## src/rtl/timer_ctrl_pkg.sv

```systemverilog
// Shared types and constants for the timer control block and its counter.
// Latency: n/a (types and constants only).
// Backpressure: n/a.
package timer_ctrl_pkg;

    localparam int PRESCALE_W = 8;

    // Counter direction encoding, identical to the attached counter's dir input
    localparam logic DIR_UP   = 1'b0;
    localparam logic DIR_DOWN = 1'b1;

    typedef enum logic [1:0] {
        IDLE = 2'd0,
        LOAD = 2'd1,
        RUN  = 2'd2,
        DONE = 2'd3
    } state_t;

    // Width-independent part of the shadowed configuration
    typedef struct packed {
        logic                  oneshot;
        logic                  dir;
        logic [PRESCALE_W-1:0] prescale;
    } cfg_t;

endpackage

```

## src/rtl/timer_ctrl_if.sv

```systemverilog
// Control bus between the timer FSM (master) and the up/down counter (slave).
// Latency: wires only.
// Backpressure: none; the counter acts on enable/load every cycle.
interface timer_ctrl_if #(
    parameter int counter_size = 8
);
    logic                    cnt_enable;
    logic                    cnt_load;
    logic                    cnt_dir;
    logic [counter_size-1:0] cnt_load_val;
    logic [counter_size-1:0] cnt_value;

    modport master (
        output cnt_enable,
        output cnt_load,
        output cnt_dir,
        output cnt_load_val,
        input  cnt_value
    );

    modport slave (
        input  cnt_enable,
        input  cnt_load,
        input  cnt_dir,
        input  cnt_load_val,
        output cnt_value
    );
endinterface

```

## src/rtl/timer_ctrl_prescaler.sv

```systemverilog
// Prescaler: signals a counter step every (limit+1) advance cycles.
// Latency: o_match is combinational from the registered pre-count.
// Backpressure: none; i_clr wins over i_adv.
module timer_ctrl_prescaler
    import timer_ctrl_pkg::*;
(
    input  logic                  clk,
    input  logic                  res_n,
    input  logic                  i_clr,
    input  logic                  i_adv,
    input  logic [PRESCALE_W-1:0] i_limit,
    output logic                  o_match
);

    logic [PRESCALE_W-1:0] r_pre_cnt;

    assign o_match = (r_pre_cnt == i_limit);

    // Pre-count: cleared on (re)load, wraps to zero on the step cycle
    always_ff @(posedge clk) begin
        if (!res_n) begin
            r_pre_cnt <= '0;
        end else if (i_clr) begin
            r_pre_cnt <= '0;
        end else if (i_adv) begin
            r_pre_cnt <= o_match ? '0 : r_pre_cnt + 1'b1;
        end
    end

endmodule

```

## src/rtl/timer_ctrl.sv

```systemverilog
// Programmable timer FSM driving an external up/down counter (prescale, oneshot/periodic, tick, irq).
// Latency: start -> LOAD next cycle; tick is registered one cycle after terminal detect; irq one after tick.
// Backpressure: none; start is ignored while busy, stop aborts immediately and wins over start.
module timer_ctrl
    import timer_ctrl_pkg::*;
#(
    parameter int counter_size = 8
) (
    input  logic                    clk,
    input  logic                    res_n,
    input  logic                    start,
    input  logic                    stop,
    input  logic                    oneshot,
    input  logic                    dir_cfg,
    input  logic [PRESCALE_W-1:0]   prescale,
    input  logic [counter_size-1:0] reload_val,
    input  logic [counter_size-1:0] terminal_val,
    input  logic                    irq_clr,
    timer_ctrl_if.master            cnt_bus,
    output logic                    tick,
    output logic                    irq,
    output logic                    busy
);

    state_t                  r_state;
    cfg_t                    r_cfg;
    logic [counter_size-1:0] r_reload_s;
    logic [counter_size-1:0] r_terminal_s;
    logic                    r_tick;
    logic                    r_irq;

    logic w_term;
    logic w_pre_match;
    logic w_pre_clr;
    logic w_pre_adv;

    // Terminal compare only matters while running; it takes precedence over stepping
    assign w_term    = (r_state == RUN) && (cnt_bus.cnt_value == r_terminal_s);
    assign w_pre_clr = (r_state == LOAD);
    assign w_pre_adv = (r_state == RUN) && !w_term;

    timer_ctrl_prescaler u_prescaler (
        .clk     (clk),
        .res_n   (res_n),
        .i_clr   (w_pre_clr),
        .i_adv   (w_pre_adv),
        .i_limit (r_cfg.prescale),
        .o_match (w_pre_match)
    );

    // Counter controls: load in LOAD, step on prescaler match in RUN, all gated off by stop
    assign cnt_bus.cnt_load     = !stop && (r_state == LOAD);
    assign cnt_bus.cnt_enable   = !stop && ((r_state == LOAD) ||
                                            ((r_state == RUN) && !w_term && w_pre_match));
    assign cnt_bus.cnt_dir      = r_cfg.dir;
    assign cnt_bus.cnt_load_val = r_reload_s;

    assign tick = r_tick;
    assign irq  = r_irq;
    assign busy = (r_state == LOAD) || (r_state == RUN);

    // Main FSM with config shadow capture and terminal-count tick generation
    always_ff @(posedge clk) begin
        if (!res_n) begin
            r_state      <= IDLE;
            r_cfg        <= '0;
            r_reload_s   <= '0;
            r_terminal_s <= '0;
            r_tick       <= 1'b0;
        end else begin
            r_tick <= 1'b0;
            if (stop) begin
                r_state <= IDLE;
            end else begin
                case (r_state)
                    IDLE, DONE: begin
                        if (start) begin
                            r_cfg        <= '{oneshot: oneshot, dir: dir_cfg, prescale: prescale};
                            r_reload_s   <= reload_val;
                            r_terminal_s <= terminal_val;
                            r_state      <= LOAD;
                        end
                    end
                    LOAD: r_state <= RUN;
                    RUN: begin
                        if (w_term) begin
                            r_tick  <= 1'b1;
                            r_state <= r_cfg.oneshot ? DONE : LOAD;
                        end
                    end
                    default: r_state <= IDLE;
                endcase
            end
        end
    end

    // Sticky interrupt: a tick wins over a simultaneous clear
    always_ff @(posedge clk) begin
        if (!res_n) begin
            r_irq <= 1'b0;
        end else if (r_tick) begin
            r_irq <= 1'b1;
        end else if (irq_clr) begin
            r_irq <= 1'b0;
        end
    end

endmodule

```

## src/flat_wrapper.sv

```systemverilog
// flat-port wrapper written by rule: the top's interface ports become plain ports
module timer_ctrl_flat import timer_ctrl_pkg::*;
#(
    parameter int counter_size = 8
)
  (clk, res_n, start, stop, oneshot, dir_cfg, prescale, reload_val, terminal_val, irq_clr, tick, irq, busy, cnt_bus_cnt_enable, cnt_bus_cnt_load, cnt_bus_cnt_dir, cnt_bus_cnt_load_val, cnt_bus_cnt_value);
  timer_ctrl_if #(.counter_size(counter_size)) cnt_bus_i ();
  input  logic clk;
  input  logic res_n;
  input  logic start;
  input  logic stop;
  input  logic oneshot;
  input  logic dir_cfg;
  input  logic [PRESCALE_W-1:0] prescale;
  input  logic [counter_size-1:0] reload_val;
  input  logic [counter_size-1:0] terminal_val;
  input  logic irq_clr;
  output logic tick;
  output logic irq;
  output logic busy;
  output wire logic [$bits(cnt_bus_i.cnt_enable)-1:0] cnt_bus_cnt_enable;
  output wire logic [$bits(cnt_bus_i.cnt_load)-1:0] cnt_bus_cnt_load;
  output wire logic [$bits(cnt_bus_i.cnt_dir)-1:0] cnt_bus_cnt_dir;
  output wire logic [$bits(cnt_bus_i.cnt_load_val)-1:0] cnt_bus_cnt_load_val;
  input wire logic [$bits(cnt_bus_i.cnt_value)-1:0] cnt_bus_cnt_value;
  assign cnt_bus_cnt_enable = cnt_bus_i.cnt_enable;
  assign cnt_bus_cnt_load = cnt_bus_i.cnt_load;
  assign cnt_bus_cnt_dir = cnt_bus_i.cnt_dir;
  assign cnt_bus_cnt_load_val = cnt_bus_i.cnt_load_val;
  assign cnt_bus_i.cnt_value = cnt_bus_cnt_value;
  timer_ctrl #(.counter_size(counter_size)) u_core (.clk(clk), .res_n(res_n), .start(start), .stop(stop), .oneshot(oneshot), .dir_cfg(dir_cfg), .prescale(prescale), .reload_val(reload_val), .terminal_val(terminal_val), .irq_clr(irq_clr), .cnt_bus(cnt_bus_i), .tick(tick), .irq(irq), .busy(busy));
endmodule
```

## config.mk

```make
export PLATFORM = sky130hd
export DESIGN_NAME = timer_ctrl_flat
export DESIGN_NICKNAME = d
export VERILOG_FILES = /design/src/rtl/timer_ctrl_pkg.sv /design/src/rtl/timer_ctrl_if.sv /design/src/rtl/timer_ctrl_prescaler.sv /design/src/rtl/timer_ctrl.sv /design/src/flat_wrapper.sv
export SDC_FILE = /design/constraint.sdc
export NUM_CORES = 1
export LEC_CHECK = 0
export ABC_AREA = 1
export CAP_MARGIN = 20
export CELL_PAD_IN_SITES_DETAIL_PLACEMENT = 2
export CELL_PAD_IN_SITES_GLOBAL_PLACEMENT = 2
export CORE_ASPECT_RATIO = 1.2
export CORE_MARGIN = 2
export CORE_UTILIZATION = 25
export DETAILED_ROUTE_END_ITERATION = 10
export MAX_ROUTING_LAYER = met4
export PLACE_DENSITY = 0.81
export RECOVER_POWER = 25
export SETUP_SLACK_MARGIN = 0.15
export SYNTH_ARGS = -nofsm -noshare
export SYNTH_HDL_FRONTEND = slang
export SYNTH_SLANG_ARGS = --single-unit
```

## constraint.sdc

```tcl
create_clock -name clk -period 1.7 [get_ports clk]
set_input_delay 0.17 -clock clk [delete_from_list [all_inputs] [get_ports clk]]
set_output_delay 0.17 -clock clk [all_outputs]
set_load 0.01 [all_outputs]
```

Word-level counts from Yosys, hierarchy flattened
Cells that the tools add are included.

$add $sub $neg: 1. Multipliers: 0. Shift-type cells: 0. Order comparisons: 0. Multiplexer cells: 8. Reductions and logical operators: 17. Divide/modulo/power cells: 0. Equal/unequal tests: 7. Bitwise operators: 3.

Operators with widths (number): 8-bit equality test (2); 8-bit by 1-bit adder with 8-bit output, second input constant (1); 8-bit 2-to-1 mux (1); 2-bit 2-to-1 mux (3); 2-bit case mux with 3 select lines (1); 2-bit OR reduction (3); 1-bit logical AND (5); 2-bit equality test, second input constant (2); 1-bit 2-to-1 mux (3); 1-bit inverter (3); 3-bit AND reduction (1); 3-bit OR reduction (1); 2-bit by 1-bit equality test with 1-bit output, second input constant (1); 1-bit zero test (2); 2-bit zero test (1); 1-bit logical OR (2); 2-bit by 1-bit != test with 1-bit output, second input constant (1); 2-bit != test, second input constant (1); 2-bit AND reduction (1); 2-bit nonzero test (1).

Bits in registers: 38. Bits in writable memories: 0. Bits of input ports: 39. Memories kept: 0. Bits in read-only memories: 0. Latch bits: 0.

Depth between registers and ports, before layout
Gate-level depths: netlist of run 1.

Depth in word-level cells: 7. Depth in mapped cells: 11.

Cells and area by module
From an unflattened synthesis of run 1, not the netlist that was laid out.

Cells, all modules: 263. Area total of the unflattened synthesis: 1805.5 sq um.

By module, submodules not included: timer_ctrl (instances 1, cells each 179, area an instance 1285.0 sq um); timer_ctrl_prescaler (instances 1, cells each 84, area an instance 520.5 sq um).

Least setup slack after synthesis of run 1
No wires, ideal clock.

Path kind: register to register. Start: register u_core.r_state[0]. End: register u_core.r_reload_s[0] (netlist: u_core.cnt_bus.cnt_load_val[0]). Path slack: 299 ps. Arrival time: 1337 ps. Required time: 1635 ps. Stages on the path, launching flop included: 9. Path buffers: 2. Clock period less this slack: 1401 ps. Setup time: 65 ps. Path through: dfxtp_1 > inv_1 > ha_1 > nand2_1 > nor2_1 > clkbuf_2 > buf_2 > o21ai_0 > nor2_1.

Word-level cells in the longest chain between the ends: 3.

Ends and longest elaborated chain: start: declaration (line timer_ctrl.sv:25) `state_t r_state;`; start signal: assignment (line timer_ctrl.sv:88) `r_state <= r_cfg.oneshot ? DONE : LOAD;`; 2-bit equality test / 2-bit zero test (equally long branches) (line timer_ctrl.sv:75) `case (r_state)`; 2-bit OR reduction (*) (line timer_ctrl.sv:75); 3-bit AND reduction (no line) (*); end signal: assignment (line timer_ctrl.sv:79) `r_reload_s <= reload_val;`; end: declaration (line timer_ctrl.sv:27) `logic [counter_size-1:0] r_reload_s;`.

Mark *: on every way between the ends. The rest lies on a longest branch, timed or not. A chain may end at the register's enable or synchronous reset.

Worst setup path in the final report of run 1
Start: register u_core.u_prescaler.r_pre_cnt[0]. End: output cnt_bus_cnt_enable.

Word-level cells in the longest chain between the ends: 4.

Ends and longest elaborated chain: start: declaration (line timer_ctrl_prescaler.sv:15) `logic [PRESCALE_W-1:0] r_pre_cnt;`; start signal: assignment (line timer_ctrl_prescaler.sv:26) `r_pre_cnt <= o_match ? '0 : r_pre_cnt + 1'b1;`; 8-bit equality test (line timer_ctrl_prescaler.sv:17) `assign o_match = (r_pre_cnt == i_limit);`; 1-bit logical AND (line timer_ctrl.sv:54) `((r_state == RUN) && !w_term && w_pre_match));`; 1-bit logical OR (line timer_ctrl.sv:53) `assign cnt_bus.cnt_enable = !stop && ((r_state == LOAD) ||`; 1-bit logical AND (line timer_ctrl.sv:53); end: declaration (line flat_wrapper.sv:21) `output wire logic [$bits(cnt_bus_i.cnt_enable)-1:0] cnt_bus_cnt_enable;`.

Every way passes these cells.

==> run metrics, run 1 <==
status=finished with violations; violated checks=negative setup slack; Crit path arrival time=1.65 ns; Netlist cell types=26; vias in the first global route=2162; Max H-tree Level=2; initial antenna violation count=0; commonest non-fill, non-tap cell in the layout=nor2_1; 1st-iter DRT viols=49; worst min path class=primary input to flop; Post-DRT Antenna Nets=0; DRT Wirelength=6.79 mm; area share of the largest cell type after synthesis=0.409; HPWL after detailed placement=4.51 mm; worst hold margin=0.457 ns; worst hold path startpoint=prescale[1]; Setup crit start kind=flop; Area Overhead vs Synth=56.1%; register area share after synthesis=0.409; post-route cell area=2900 um^2; largest net degree at the start of global routing=34; CP startpoint=u_core.u_prescaler.r_pre_cnt[0]$_SDFFE_PP0N_; PwrDens=679 nW/um^2; Least-Margin Pin Slew=0.275 ns; Post-Synthesis Cells=272; drt wl/cell=15.3 um; Boundary Pins=53; grt ovf=0; Final Cycle Share=1.07; Avg Inst Size Synth=6.84 um^2; clock root buffer=clkbuf_8; RSZ-0062 raised after global routing=true; share of cells above drive strength 1=0.235; Int Pwr=1.42 mW; clock sink total=38; Die Width=82.8 um; port buffer count=52; Pwr Total=1.97 mW; die area=8150 um^2; most frequent cells in the layout=nor2_1, nand2_1, clkdlybuf4s50_1, dfxtp_1, buf_4; routability cong.=0.818; core area=7230 um^2; CTS tree=yes; syn_nets=315; CTS Buf Count=5; Slew Limit Fails=0; Total Routing Usage GR=0.166; maximum clock rate=549 MHz; P_leak=1.33 nW; # DRC=0; Max stage delay on crit path=0.34 ns; Synth Register Bits=38; Site Rows=34; ranking of synthesized cells by area=dfxtp_1, nor2_1, nand2_1, o21ai_0, inv_1; Clock Path Buffers=2; NetSw=552 uW; required time of the worst setup path=1.53 ns; clock share of power=0.312; Fin Setup TNS=-0.121 ns; clock-pin slew on the worst setup and hold paths=0.08 ns; cells along the critical path=xor2_1, nor2_1, nand2_1, nor2_4, nand3_2, a21oi_2, buf_2; fin nets=396; clk_lat worst skew=0.29 ns; synth warn=0; Tmin final=1.82 ns; Area after DPL=2640 um^2; Starting Density=0.257; Yosys top cell by area=dfxtp_1; setup violators final=1; Worst Setup End Kind=output port; Comb pwr share=0.200; drt via density=4.61; Sw Ratio=0.280; sequential fraction of design power=0.488; Slowest cell on crit path=dfxtp_2; fillers=875; peak supply drop=384 uV; Max Cap Viol=0; fin util=0.402; Max-slew headroom=0.815; diode count=0; Crit Reg-Reg Startpoint=u_core.r_state[0]$_SDFFE_PP0P_; Die H=98.5 um; hold_buf cts=0; final hold violations=0; drt pass-1 iters=4; first-pass GRT wire length=9.94 mm; skew final=0.00364 ns; crit path max fanout=2; detailed-route via count=2041; setup ws final=-0.121 ns; mapped cell area=1860 um^2; WS Path Type=flop to output port
[power by group through the flow]
stage                     clock [mW]  sequential [mW]  combinational [mW]
after floorplan                    0            0.984               0.159
after global placement             0            0.981               0.361
after detailed placement           0            0.983               0.374
after CTS                      0.634            0.964               0.377
after global routing           0.675            0.969               0.436
final                          0.614            0.963               0.394
[cell usage after synthesis]
master,count
nor3_2,1
nand3_2,1
nand2_4,2
xnor2_1,5
clkbuf_1,4
nand3b_1,2
nor2_1,64
dfxtp_1,38
buf_2,3
nand3_1,7
o21ai_0,26
a21oi_2,2
nand2_2,1
o21ai_1,2
inv_2,5
buf_8,1
clkbuf_2,1
a21oi_1,12
or2_2,1
xor2_1,5
nand4_1,1
nor2_2,3
ha_1,4
nand2_1,54
nor3_1,1
inv_1,26
[cells by family after synthesis]
kind of cell,share of synthesized area
AND/OR/NAND/NOR,0.311
AO/OA/AOI/OAI,0.117
buffers and inverters,0.0894
flip-flops,0.409
XOR/XNOR,0.0471
adder cells (fa/ha/maj),0.0269
[stage by stage]
step           setup WS (ns)  instances
6_report              -0.121        443
3_5_place_dp          -0.309        428
3_3_place_gp          -0.269        428
2_1_floorplan          0.299        272
5_1_grt               -0.226        443
4_1_cts              -0.0872        436
[flip-flops by register name (all words and copies together) (netlist names)]
name and count:
u_core.r_terminal_s 8, u_core.irq 1, u_core.u_prescaler.r_pre_cnt 8, u_core.r_cfg 9, u_core.tick 1, u_core.cnt_bus.cnt_dir 1
u_core.r_state 2, u_core.cnt_bus.cnt_load_val 8
[critical path, delay by kind of cell (launching register included)]
kind	cells	cell delay, ns
AND/OR/NAND/NOR	4	0.59
buffers and inverters	1	0.14
AO/OA/AOI/OAI	1	0.14
XOR/XNOR	1	0.15
flip-flops	1	0.34
[metal layers]
layer | part of all wire | track usage | wire, um
met3 | 0.032 | 0.0366 | 218
met4 | 0.016 | 0.0668 | 110
met1 | 0.39 | 0.177 | 2670
met2 | 0.56 | 0.290 | 3790
met5 | 0 | - | 0
[repair_timing]
item,CTS,global route
pin swaps,6,16
resized for setup,17,36
setup endpoints to repair,19,37
setup buffers,1,6
cloned,0,1
[final timing paths]
path / end / slack, ns / depth (start not counted)
max: cnt_bus_cnt_enable / -0.12 / 7
min: u_core.r_cfg[1]$_SDFFE_PN0P_ / 0.46 / 3
max reg2reg: u_core.r_cfg[6]$_SDFFE_PN0P_ / 0.13 / 8
min reg2reg: u_core.r_terminal_s[4]$_SDFFE_PN0P_ / 0.47 / 2
[layout make-up]
| class | count | area [um^2] | share of cell area |
|---|---|---|---|
| Multi-Input combinational cell | 195 | 1050 | 0.362 |
| Clock inverter | 1 | 7.51 | 0.00259 |
| Inverter | 31 | 116 | 0.0401 |
| Timing Repair Buffer | 82 | 771 | 0.265 |
| Sequential cell | 38 | 773 | 0.266 |
| Clock buffer | 6 | 72.6 | 0.0250 |
| Tap cell | 90 | 113 | 0.0388 |
No activity file was read; power rests on OpenSTA's default activity.
==> run 2: changes to the inputs <==
- CAP_MARGIN: 20 -> unset
==> results of run 2 <==
The final DEF is identical to that of run 1; final timing and power are the same.
